File: src/rtl/bist_pkg.sv
// Shared types and step functions for the BIST stimulus/compaction wrapper.
// The step functions work on a wide vector; callers size-cast the result to their own width.
package bist_pkg;

  typedef enum logic [2:0] {
    IDLE  = 3'd0,
    INIT  = 3'd1,
    RUN   = 3'd2,
    DRAIN = 3'd3,
    DONE  = 3'd4
  } state_t;

  localparam logic [15:0] DEF_SEED      = 16'h0001;
  localparam logic [15:0] DEF_LFSR_POLY = 16'hB400;
  localparam logic [15:0] DEF_MISR_POLY = 16'h1021;

  localparam int unsigned STEP_W = 64;
  typedef logic [STEP_W-1:0] step_t;

  // Galois LFSR advance: shift right, fold the polynomial in when the LSB was set.
  function automatic step_t lfsr_step(step_t v, step_t poly);
    step_t r;
    if (v[0]) r = (v >> 1) ^ poly;
    else      r = v >> 1;
    return r;
  endfunction

  // MISR step of a w-bit register: shift left, feedback from bit w-1, xor in the data word.
  function automatic step_t misr_step(step_t v, step_t poly, step_t d, int unsigned w);
    step_t fb;
    if (((v >> (w - 32'd1)) & 64'd1) != 64'd0) fb = poly;
    else                                       fb = 64'd0;
    return (v << 1) ^ fb ^ d;
  endfunction

endpackage

File: src/rtl/bist_misr.sv
// Multiple-input signature register: clears on clr, compacts d on en.
module bist_misr
  import bist_pkg::*;
#(
  parameter int               SIG_W = 16,
  parameter int               D_W   = 6,
  parameter logic [SIG_W-1:0] POLY  = DEF_MISR_POLY
) (
  input  logic             CK,
  input  logic             RST,
  input  logic             clr,
  input  logic             en,
  input  logic [D_W-1:0]   d,
  output logic [SIG_W-1:0] sig
);

  logic [SIG_W-1:0] sig_r;
  logic [SIG_W-1:0] step_s;

  // One compaction step of the current signature with the incoming response.
  always_comb begin
    step_s = SIG_W'(misr_step(step_t'(sig_r), step_t'(POLY), step_t'(d), SIG_W));
  end

  // Signature register; clear wins over compaction.
  always_ff @(posedge CK) begin
    if (RST)      sig_r <= '0;
    else if (clr) sig_r <= '0;
    else if (en)  sig_r <= step_s;
    else          sig_r <= sig_r;
  end

  assign sig = sig_r;

endmodule

File: src/rtl/bist_stim_ctrl.sv
// Self-test wrapper: clears the core, applies LFSR patterns, drains the core latency
// and reports the MISR signature of the responses.
module bist_stim_ctrl
  import bist_pkg::*;
#(
  parameter int               PAT_W       = 3,
  parameter int               RSP_W       = 6,
  parameter int               SIG_W       = 16,
  parameter int               N_PATTERNS  = 1024,
  parameter int               INIT_CYCLES = 2,
  parameter int               LAT         = 1,
  parameter logic [SIG_W-1:0] SEED        = DEF_SEED,
  parameter logic [SIG_W-1:0] LFSR_POLY   = DEF_LFSR_POLY,
  parameter logic [SIG_W-1:0] MISR_POLY   = DEF_MISR_POLY
) (
  input  logic             CK,
  input  logic             RST,
  input  logic             start,
  output logic [PAT_W-1:0] pat_out,
  input  logic [RSP_W-1:0] rsp_in,
  output logic             busy,
  output logic             done,
  output logic [SIG_W-1:0] signature
);

  localparam int PC_W = $clog2(N_PATTERNS + 32'sd1);
  localparam int IC_W = $clog2(INIT_CYCLES + 32'sd1);
  localparam int DC_W = $clog2(LAT + 32'sd1);
  localparam logic [PC_W-1:0]  PAT_LAST   = PC_W'(N_PATTERNS - 32'sd1);
  localparam logic [IC_W-1:0]  INIT_LAST  = IC_W'(INIT_CYCLES - 32'sd1);
  localparam logic [DC_W-1:0]  DRAIN_LAST = DC_W'(LAT - 32'sd1);
  // An all-zero seed would lock the LFSR, so it is promoted to 1.
  localparam logic [SIG_W-1:0] SEED_EFF   = (SEED == '0) ? SIG_W'(1'b1) : SEED;

  state_t           state_r, state_nx_s;
  logic [SIG_W-1:0] lfsr_r, lfsr_nx_s;
  logic [PC_W-1:0]  pcnt_r, pcnt_nx_s;
  logic [IC_W-1:0]  icnt_r, icnt_nx_s;
  logic [DC_W-1:0]  dcnt_r, dcnt_nx_s;
  logic [LAT-1:0]   vld_r;
  logic [PAT_W-1:0] pat_r, pat_nx_s;
  logic             busy_r, done_r;
  logic             misr_clr_s;

  // Sequencer next state, counters and LFSR.
  always_comb begin
    state_nx_s = state_r;
    lfsr_nx_s  = lfsr_r;
    pcnt_nx_s  = pcnt_r;
    icnt_nx_s  = icnt_r;
    dcnt_nx_s  = dcnt_r;
    misr_clr_s = 1'b0;
    case (state_r)
      IDLE, DONE: begin
        if (start) begin
          state_nx_s = INIT;
          lfsr_nx_s  = SEED_EFF;
          pcnt_nx_s  = '0;
          icnt_nx_s  = '0;
          dcnt_nx_s  = '0;
          misr_clr_s = 1'b1;
        end else begin
          state_nx_s = state_r;
        end
      end
      INIT: begin
        if (icnt_r == INIT_LAST) begin
          state_nx_s = RUN;
          pcnt_nx_s  = '0;
        end else begin
          icnt_nx_s = icnt_r + 1'b1;
        end
      end
      RUN: begin
        lfsr_nx_s = SIG_W'(lfsr_step(step_t'(lfsr_r), step_t'(LFSR_POLY)));
        if (pcnt_r == PAT_LAST) begin
          state_nx_s = DRAIN;
          dcnt_nx_s  = '0;
        end else begin
          pcnt_nx_s = pcnt_r + 1'b1;
        end
      end
      DRAIN: begin
        if (dcnt_r == DRAIN_LAST) begin
          state_nx_s = DONE;
        end else begin
          dcnt_nx_s = dcnt_r + 1'b1;
        end
      end
      default: state_nx_s = IDLE;
    endcase
  end

  // Pattern seen by the core in the upcoming cycle.
  always_comb begin
    pat_nx_s = '0;
    case (state_nx_s)
      INIT:    pat_nx_s = PAT_W'(1'b1);
      RUN:     pat_nx_s = lfsr_nx_s[PAT_W-1:0];
      default: pat_nx_s = '0;
    endcase
  end

  // State, counters and registered outputs; vld_r tracks which cycles carry a RUN response.
  always_ff @(posedge CK) begin
    if (RST) begin
      state_r <= IDLE;
      lfsr_r  <= SEED_EFF;
      pcnt_r  <= '0;
      icnt_r  <= '0;
      dcnt_r  <= '0;
      vld_r   <= '0;
      pat_r   <= '0;
      busy_r  <= 1'b0;
      done_r  <= 1'b0;
    end else begin
      state_r <= state_nx_s;
      lfsr_r  <= lfsr_nx_s;
      pcnt_r  <= pcnt_nx_s;
      icnt_r  <= icnt_nx_s;
      dcnt_r  <= dcnt_nx_s;
      vld_r   <= (vld_r << 1) | LAT'(state_r == RUN);
      pat_r   <= pat_nx_s;
      busy_r  <= (state_nx_s == INIT) || (state_nx_s == RUN) || (state_nx_s == DRAIN);
      done_r  <= (state_nx_s == DONE);
    end
  end

  bist_misr #(
    .SIG_W (SIG_W),
    .D_W   (RSP_W),
    .POLY  (MISR_POLY)
  ) u_misr (
    .CK  (CK),
    .RST (RST),
    .clr (misr_clr_s),
    .en  (vld_r[LAT-1]),
    .d   (rsp_in),
    .sig (signature)
  );

  assign pat_out = pat_r;
  assign busy    = busy_r;
  assign done    = done_r;

endmodule

File: config.mk
export PLATFORM = sky130hd
export DESIGN_NAME = bist_stim_ctrl
export DESIGN_NICKNAME = d
export VERILOG_FILES = /design/src/rtl/bist_pkg.sv /design/src/rtl/bist_misr.sv /design/src/rtl/bist_stim_ctrl.sv
export SDC_FILE = /design/constraint.sdc
export NUM_CORES = 1
export LEC_CHECK = 0
export ABC_AREA = 1
export CORE_ASPECT_RATIO = 1.5
export CORE_UTILIZATION = 24
export CTS_CLUSTER_SIZE = 8
export DETAILED_ROUTE_END_ITERATION = 6
export GPL_TIMING_DRIVEN = 0
export HOLD_SLACK_MARGIN = 0.12
export PLACE_DENSITY_LB_ADDON = 0.1
export SYNTH_ARGS = -nofsm -noshare
export SYNTH_HDL_FRONTEND = slang
export SYNTH_HIERARCHICAL = 1
export SYNTH_SLANG_ARGS = --single-unit
File: constraint.sdc
create_clock -name CK -period 1.82 [get_ports CK]
set_clock_uncertainty 0.15 [all_clocks]
set_input_delay 0.455 -clock CK [delete_from_list [all_inputs] [get_ports CK]]
set_output_delay 0.455 -clock CK [all_outputs]
set_load 0.05 [all_outputs]
==> impl_metrics.csv <==
group,metric,value,unit
floorplanning,die_w,84.6,um
critical_path,r2r_end,"pcnt_r[10]$_SDFFE_PP0P_",
routing,route.detailed.drc,5,
final_layout,final_util,31.2,%
critical_path,crit_type,"reg2out",
synth,synth_area_per_cell,7.62,um^2
min_path,hold_class,"reg2reg",
critical_path,start_kind,"register",
final_layout,antenna_cells,0,
floorplanning,dieArea,10600,um^2
routing,drt-vias-per-instance,4.36,
synth,synthAdderAreaFrac,1.02,%
global_route,grt_usage,12.0,%
timing,hold_slack,322,ps
pwr,peakVddDrop,0.437,mV
final_layout,multi_input_area,1090,um^2
clock_tree,cts_buffers,5,
final_layout,final_common_cell,"nand2_1",
timing,max_freq,567,MHz
timing,period_needed,1760,ps
floorplanning,initial_core_util,25.0,%
synth,synth_top_family_by_area,"simple AND/OR/NAND/NOR gates",
final_layout,fillerInstances,1100,
timing,finalHoldViolCount,0,
timing,slew_headroom,64.9,%
min_path,min_to,"lfsr_r[12]$_SDFFE_PP0P_",
synth,yosysWarnings,6,
synth,ys_ff_latch,54,
critical_path,cp_data_required_time,1210,ps
final_layout,finalNetCount,369,
pwr,p_leak,1.22,nW
outcome,violations,"DRC",
synth,synthFlopType,"dfxtp_1",
critical_path,r2r_cells,8,
routing,first_pass_iters,7,
synth,synth_nets,333,
place,dp_hpwl,4200,um
final_layout,regArea,1080,um^2
global_route,grt_pass1_vias,2109,
routing,final_antenna_net_count,0,
critical_path,worstPathArrival,1160,ps
clock_tree,cts_tree,"yes",
synth,synth_area,2450,um^2
timing,slew_violations,0,
synth,ys_async_sr_fraction,0,%
clock_tree,holdBufCountCts,0,
final_layout,layout-drive-gt1-share,20.9,%
timing,setup_viol_count_final,0,
global_route,overflow,0,
flow_run,maxCapViolCount,0,
min_path,hold_depth,2,
routing,vias,2066,
clock_tree,cts_max_level,2,
critical_path,crit_buf_inv,1,
critical_path,crit_fanout,3,
global_route,grt_max_degree,16,
synth,synthSimpleGateAreaFrac,26.5,%
synth,yosysUniqueCellTypes,33,
synth,yosysSeqAreaShare,44.1,%
routing,dr.first_iter.drc_count,60,
outcome,outcome,"complete, but fails checks",
floorplanning,rows,44,
timing,worstMarginPinSlew,527,ps
floorplanning,ioPinCount,30,
floorplanning,die_h,126,um
critical_path,endpoint_kind,"primary output",
timing,finalCritPeriodShare,96.9,%
synth,synth_compound_area_share,13.1,%
clock_tree,clk_pin_slew,70,ps
clock_tree,cts-root-buf,"clkbuf_16",
global_route,antenna_found_initial,0,
min_path,worstHoldStart,"lfsr_r[12]$_SDFFE_PP0P_",
floorplanning,core_area,9800,um^2
timing,rsz0062_at_grt,"false",
critical_path,crit_family,"buffers and inverters",
critical_path,r2r-start,"pcnt_r[0]$_SDFFE_PP0P_",
pwr,p_per_area,815,nW/um^2
clock_tree,clk_latency,290,ps
final_layout,mostFrequentLayoutCells,"nand2_1 (67), dfxtp_1 (54), nor2_1 (37)",
place,gp_congestion,0.730,
routing,drt_wl_total,5670,um
synth,synth_edf_count,0,
place,port_buffers,29,
critical_path,worstPathCellList,"clkdlybuf4s15_1",
critical_path,rrSetupSlack,140,ps
global_route,grt_pass1_wl,10100,um
critical_path,crit_slowest_cell,"clkdlybuf4s15_1",
critical_path,cpPeakStageDelay,510,ps
synth,synthXorXnorAreaFrac,3.21,%
clock_tree,clockBufferDepth,2,
synth,netlist_instances,322,
clock_tree,cts.sinks,54,
routing,drt-wirelength-per-cell,12.0,um
final_layout,area_growth,24.6,%
synth,synth.area.mux_share,0,%
## timing repair
action | CTS | global route
gates resized for setup | 48 | 11
setup buffers | 0 | 0
endpoints found under the setup margin | 33 | 23
## logic make-up (layout without fill, tap and decap cells)
family,count (synthesis),in the layout
AOI/OAI and AO/OA,53,53
xor gates and xnor gates,9,9
adders and majority gates,2,2
buffers and inverters,59,96
DFF,54,54
and+or+nand+nor,145,145
## cells in the mapped netlist (4+ instances only)
library cell	instances	area [um^2]
nand2_1	68	255
dfxtp_1	54	1080
nor2_1	37	139
inv_1	30	113
a21oi_1	18	90.1
nand3_1	18	90.1
buf_4	11	82.6
o21ai_0	11	55.1
inv_2	9	33.8
o22ai_1	8	50.1
xor2_1	8	70.1
nor2_2	5	31.3
a21oi_2	4	35.0
buf_6	4	45.0
nand3_2	4	40.0
o21ai_1	4	20.0
## report_power, final
part | leakage [nW] | total, mW | switching [mW] | internal, mW
Sequential | 0.436 | 1.22 | 0.0173 | 1.21
Combinational | 0.705 | 0.295 | 0.192 | 0.103
Clock | 0.0739 | 0.973 | 0.426 | 0.547
Total | 1.22 | 2.49 | 0.635 | 1.86
## layer usage
layer	global-route usage [%]	up-vias	share of wire [%]
met4	5.78	0	2.6
met3	2.29	8	3.4
met1	13.5	932	42
met5	0	-	0
li1	-	1092	-
met2	21.3	34	52
## stage by stage
step                setup slack, ps  cells  setup TNS [ps]  area [um^2]  total power, mW
finish                         55.7    474               0         3060             2.49
global route                   2.70    474               0         3060             2.62
CTS                            6.68    474               0         3040             2.54
detailed placement             -437    466          -11320         2890             1.55
global placement               -401    466          -10260         2890             1.55
floorplan                       357    322               0         2450             1.45
## worst max-delay path by stage
stage,from,to,depth (start not counted)
6_report,u_misr/sig[1]$_SDFFE_PP0P_,signature[1],1
2_1_floorplan,pcnt_r[0]$_SDFFE_PP0P_,pcnt_r[5]$_SDFFE_PP0P_,8
3_5_place_dp,RST,state_r[2]$_SDFF_PP0_,4
4_1_cts,u_misr/sig[1]$_SDFFE_PP0P_,signature[1],1
5_1_grt,u_misr/sig[4]$_SDFFE_PP0P_,signature[4],1
3_3_place_gp,RST,state_r[2]$_SDFF_PP0_,4
## flip-flops by register name (all words and copies together), names as in the netlist
register,cells
vld_r,1
pcnt_r,11
done,1
icnt_r,2
u_misr/sig,16
state_r,3
busy,1
lfsr_r,16
pat_out,3
## layout make-up
cell class / count / share of cell area, %
Timing Repair Buffer: 29 / 9.29
Multi-Input combinational cell: 209 / 35.7
Clock buffer: 7 / 4.66
Clock inverter: 1 / 0.164
Sequential cell: 54 / 35.4
Tap cell: 115 / 4.71
Inverter: 39 / 4.91
Buffer: 20 / 5.24
Note: power is estimated with default switching activity, not from simulation.
